--- src/rtl/regfile_write_sched.sv ---
// regfile_write_sched
//   Write-port scheduler for the 32x32 MIPS register file. The register
//   file has no reset, so after reset this block zeroes r1..r31 (when
//   INIT_EN=1). It then shares the single write port among three writeback
//   requesters using round-robin arbitration and a valid/ready handshake.
//
// Ports:
//   clk            rising-edge clock, shared with the register file
//   rst_n          asynchronous active-low reset
//   req_valid[2:0] per-requester write request (0 ALU, 1 load, 2 mult/div)
//   req_reg[14:0]  destination register, 5 bits per requester {r2,r1,r0}
//   req_data[95:0] write data, 32 bits per requester {d2,d1,d0}
//   req_ready[2:0] per-requester accept, one-hot or zero (combinational)
//   RegWrite       registered write enable to the register file
//   WriteRegister  registered write address
//   WriteData      registered write data
//   init_done      high once zeroing is complete, until the next reset
//
// The registered outputs double as the decode-stage bypass source: while
// RegWrite=1, WriteRegister/WriteData describe the pending write.
module regfile_write_sched #(
    parameter bit INIT_EN = 1'b1
) (
    input  logic        clk,
    input  logic        rst_n,
    input  logic [2:0]  req_valid,
    input  logic [14:0] req_reg,
    input  logic [95:0] req_data,
    output logic [2:0]  req_ready,
    output logic        RegWrite,
    output logic [4:0]  WriteRegister,
    output logic [31:0] WriteData,
    output logic        init_done
);

    typedef enum logic {
        INIT,
        RUN
    } state_t;

    state_t      state;
    logic [1:0]  ptr;
    logic [4:0]  initCnt;

    logic [1:0]  order1;
    logic [1:0]  order2;
    logic        grantValid;
    logic [1:0]  grantIdx;
    logic [4:0]  grantReg;
    logic [31:0] grantData;

    function automatic logic [1:0] nextIdx(input logic [1:0] idx);
        return (idx == 2'd2) ? 2'd0 : idx + 2'd1;
    endfunction

    assign order1 = nextIdx(ptr);
    assign order2 = nextIdx(order1);

    // Round-robin arbitration: search ptr, ptr+1, ptr+2 (mod 3). The
    // rst_n term keeps req_ready at zero while reset is held even when the
    // state register already reads RUN (INIT_EN=0).
    always_comb begin
        grantValid = 1'b0;
        grantIdx   = 2'd0;
        req_ready  = '0;
        if (state == RUN && rst_n) begin
            if (req_valid[ptr]) begin
                grantValid = 1'b1;
                grantIdx   = ptr;
            end else if (req_valid[order1]) begin
                grantValid = 1'b1;
                grantIdx   = order1;
            end else if (req_valid[order2]) begin
                grantValid = 1'b1;
                grantIdx   = order2;
            end
        end
        if (grantValid) begin
            req_ready[grantIdx] = 1'b1;
        end
    end

    always_comb begin
        grantReg  = '0;
        grantData = '0;
        case (grantIdx)
            2'd0: begin
                grantReg  = req_reg[4:0];
                grantData = req_data[31:0];
            end
            2'd1: begin
                grantReg  = req_reg[9:5];
                grantData = req_data[63:32];
            end
            2'd2: begin
                grantReg  = req_reg[14:10];
                grantData = req_data[95:64];
            end
            default: begin
                grantReg  = '0;
                grantData = '0;
            end
        endcase
    end

    always_ff @(posedge clk or negedge rst_n) begin
        if (!rst_n) begin
            state         <= INIT_EN ? INIT : RUN;
            init_done     <= !INIT_EN;
            ptr           <= 2'd0;
            initCnt       <= 5'd1;
            RegWrite      <= 1'b0;
            WriteRegister <= '0;
            WriteData     <= '0;
        end else begin
            case (state)
                INIT: begin
                    RegWrite      <= 1'b1;
                    WriteRegister <= initCnt;
                    WriteData     <= '0;
                    initCnt       <= initCnt + 5'd1;
                    if (initCnt == 5'd31) begin
                        state     <= RUN;
                        init_done <= 1'b1;
                    end
                end
                RUN: begin
                    if (grantValid) begin
                        WriteRegister <= grantReg;
                        WriteData     <= grantData;
                        // A write to $0 is accepted but never reaches the file.
                        RegWrite      <= (grantReg != 5'd0);
                        ptr           <= nextIdx(grantIdx);
                    end else begin
                        RegWrite <= 1'b0;
                    end
                end
                default: begin
                    state <= RUN;
                end
            endcase
        end
    end

endmodule

--- config.mk ---
export PLATFORM = sky130hd
export DESIGN_NAME = regfile_write_sched
export DESIGN_NICKNAME = d
export VERILOG_FILES = /design/src/rtl/regfile_write_sched.sv
export SDC_FILE = /design/constraint.sdc
export NUM_CORES = 1
export LEC_CHECK = 0
export ABC_AREA = 0
export BUFFER_PORTS_ARGS = -buffer_cell sky130_fd_sc_hd__buf_4
export CAP_MARGIN = 20
export CORE_MARGIN = 8
export CORE_UTILIZATION = 30
export DETAILED_ROUTE_END_ITERATION = 10
export PLACE_DENSITY = 0.55
export REMOVE_ABC_BUFFERS = 1
export SLEW_MARGIN = 10
export SYNTH_ARGS = -nofsm -noshare
export SYNTH_HDL_FRONTEND = slang
export SYNTH_SLANG_ARGS = --single-unit
export TNS_END_PERCENT = 50
--- constraint.sdc ---
create_clock -name clk -period 2.1 [get_ports clk]
set_input_delay 0.315 -clock clk [delete_from_list [all_inputs] [get_ports clk]]
set_output_delay 0.315 -clock clk [all_outputs]
set_load 0.01 [all_outputs]
==> results_dict.tcl <==
set metrics [dict create \
    min_period_ns 1.97 \
    drt-initial-drc-count 84 \
    rows 34 \
    finalMaxSlewViolations 0 \
    synth_seq_area_share 0.443 \
    finalSetupViolations 0 \
    synth_edf_count 0 \
    fin_hold_ws_ns 0.138 \
    worstPathMaxFanout 4 \
    vdd_drop_max_uv 332 \
    nNetsFinal 532 \
    yosys_warnings 0 \
    clkSinkCount 47 \
    portBuffers 157 \
    hold_path.class "input pin to async pin" \
    gp_congestion 0.830 \
    wirelength_um 9390 \
    dominantRegCellSynth "dfrtp_1" \
    grt_usage 0.154 \
    cp_slowest_stage_delay_ns 0.43 \
    power.density_nw_per_um2 665 \
    wire_per_inst_um 18.0 \
    crit_path_start_kind "flop" \
    syn_inst 269 \
    fin_cells 523 \
    drive_gt1_frac 0.446 \
    final_cell_mix "164 x buf_4, 46 x dfrtp_1, 37 x a22oi_1, 37 x nand3_1, 35 x a22o_1" \
    grt_pass1_wl_um 14700 \
    antenna_found_initial 0 \
    dr.pass1.iters 4 \
    end_kind "output pin" \
    insertion_delay_ns 0.30 \
    layout_commonest_cell "buf_4" \
    dpl_worst_slack_ns 0.244 \
    placedCellCount 515 \
    path_class "flop to output pin" \
    tritoncts "built" \
    crit_slowest_cell "dfrtp_1" \
    ctsHoldBuffers 0 \
    clkTransAtPathRegs_ns 0.09 \
    dieArea_sq_um 12100 \
    muxShareOfSynthArea 0.00848 \
    clockBufferDepth 2 \
    maxCapViolCount 0 \
    synth_top_family_by_area "compound AO/OA/AOI/OAI gates" \
    initial_utilization 0.308 \
    synth-simple-area-share 0.119 \
    fin_ws_ns 0.127 \
    die-height_um 110 \
    p_leak_nw 1.94 \
    overflow 0 \
    fin_util 0.463 \
    die_x_um 110 \
    finalPower_mw 2.66 \
    final_antenna_net_count 0 \
    grt_max_degree 52 \
    yosys_register_bits 47 \
    finalHoldViolCount 0 \
    finalCritPeriodShare 0.940 \
    yosys.area_share.adder 0.00942 \
    vias_per_cell 5.15 \
    n_antenna_cell 0 \
    cts_max_level 2 \
    critPathTopFamily "simple AND/OR/NAND/NOR gates" \
    numCtsBuffers 5 \
    crit_required_ns 1.78 \
    fmax_ghz 0.507 \
    grt_pass1_vias 2915 \
    worstPathCellList "a21boi_1, or3_4, nand2_2, nor3_2, buf_4" \
    synth_compound_area_frac 0.338 \
    slew_headroom 0.555 \
    netlist_area_sq_um 2660 \
    drc 0 \
    num_io_pins 158 \
    synthArstFlopShare 1.00 \
    core_sq_um 8640 \
    worst_pin_slew_ns 0.668 \
    worst-path-buf-inv 1 \
    status "finished clean" \
    arrival_ns 1.66 \
    ys_types 42 \
    skew_ns 0.00682 \
    synthToLayoutAreaGrowth_pct 50.4 \
    rsz0062_at_grt "no" \
    cts_root_buffer "clkbuf_8" \
    hpwl_um 7030 \
    syn_avg_cell_area_sq_um 9.87 \
    synth-xor-area-share 0.00989 \
    vias 2696 \
]
sequential cells by signal, indices dropped and copies added, names as in the netlist:
signal         flops
WriteRegister      5
WriteData         32
ptr                2
init_done          1
state              1
RegWrite           1
initCnt            5
worst paths after layout:
kind                       cells after the start         from  slack [ns]             to
setup / recovery                               5       ptr[0]        0.13   req_ready[0]
hold / removal                                 2        rst_n        0.14          state
setup reg to reg                               6       ptr[0]        0.32  WriteData[14]
hold reg to reg                                1    init_done        0.47      init_done
max in group asynchronous                      2        rst_n        1.52  WriteData[31]
min in group clk                               3  req_data[7]        0.30   WriteData[7]
logic make-up after synthesis:
| group | Yosys count |
|---|---|
| fa+ha+maj | 2 |
| simple gates | 57 |
| buf+inv | 32 |
| flops | 47 |
| xor+xnor | 3 |
| compound gates | 126 |
| mux | 2 |
Yosys cell counts (2+ instances only):
cell type,instances,share of area
ha_1,2,0.0094
buf_4,7,0.020
nand2_1,4,0.0057
clkbuf_1,8,0.011
and2_1,2,0.0047
a22oi_1,37,0.10
inv_1,4,0.0057
buf_6,5,0.021
a21o_1,3,0.0085
a21oi_1,3,0.0057
o21ai_1,23,0.043
o31ai_1,2,0.0057
dfrtp_1,46,0.43
buf_2,6,0.011
a22o_1,35,0.12
o21ai_0,13,0.024
xnor2_1,3,0.0099
nand3_1,37,0.070
mux2_2,2,0.0085
o221ai_1,2,0.0066
nor2b_1,3,0.0071
buf_1,2,0.0028
through the flow:
stage	instance area [sq um]	TNS (ns)
2_1_floorplan	2480	-15.10
3_3_place_gp	3890	0
3_5_place_dp	3890	0
4_1_cts	3990	0
5_1_grt	4000	0
6_report	4000	0
layout make-up:
cell class | count | area, sq um
Fill cell | 892 | 4640
Timing Repair Buffer | 166 | 1270
Sequential cell | 47 | 1180
Tap cell | 108 | 135
Clock buffer | 8 | 100
Inverter | 4 | 15.0
Multi-Input combinational cell | 190 | 1300
power breakdown:
part	total, mW	switching (mW)	internal (mW)
clock network	0.599	0.298	0.301
registers	1.11	0.0753	1.03
logic	0.952	0.434	0.518
per-layer routing:
layer | global-route usage | up-vias | wire length (um)
met3 | 0.0547 | 10 | 880
li1 | - | 1324 | -
met2 | 0.254 | 98 | 4520
met4 | 0.0495 | 0 | 141
met5 | 0 | - | 0
met1 | 0.182 | 1264 | 3850
repair_timing:
| item | CTS | global route |
|---|---|---|
| buffers inserted | 0 | 0 |
| hold endpoints to repair | 0 | 0 |
| endpoints found under the setup margin | 1 | 1 |
| resized for setup | 1 | 1 |
worst reg2reg max path, stage by stage, from the launching register on:
cell and delay, ns:
dfrtp_1 0.43, a21boi_1 0.27, and2_1 0.31, buf_4 0.27, a22o_1 0.16, a22oi_1 0.05, o21ai_0 0.20
(Power assumes the default switching activity.)
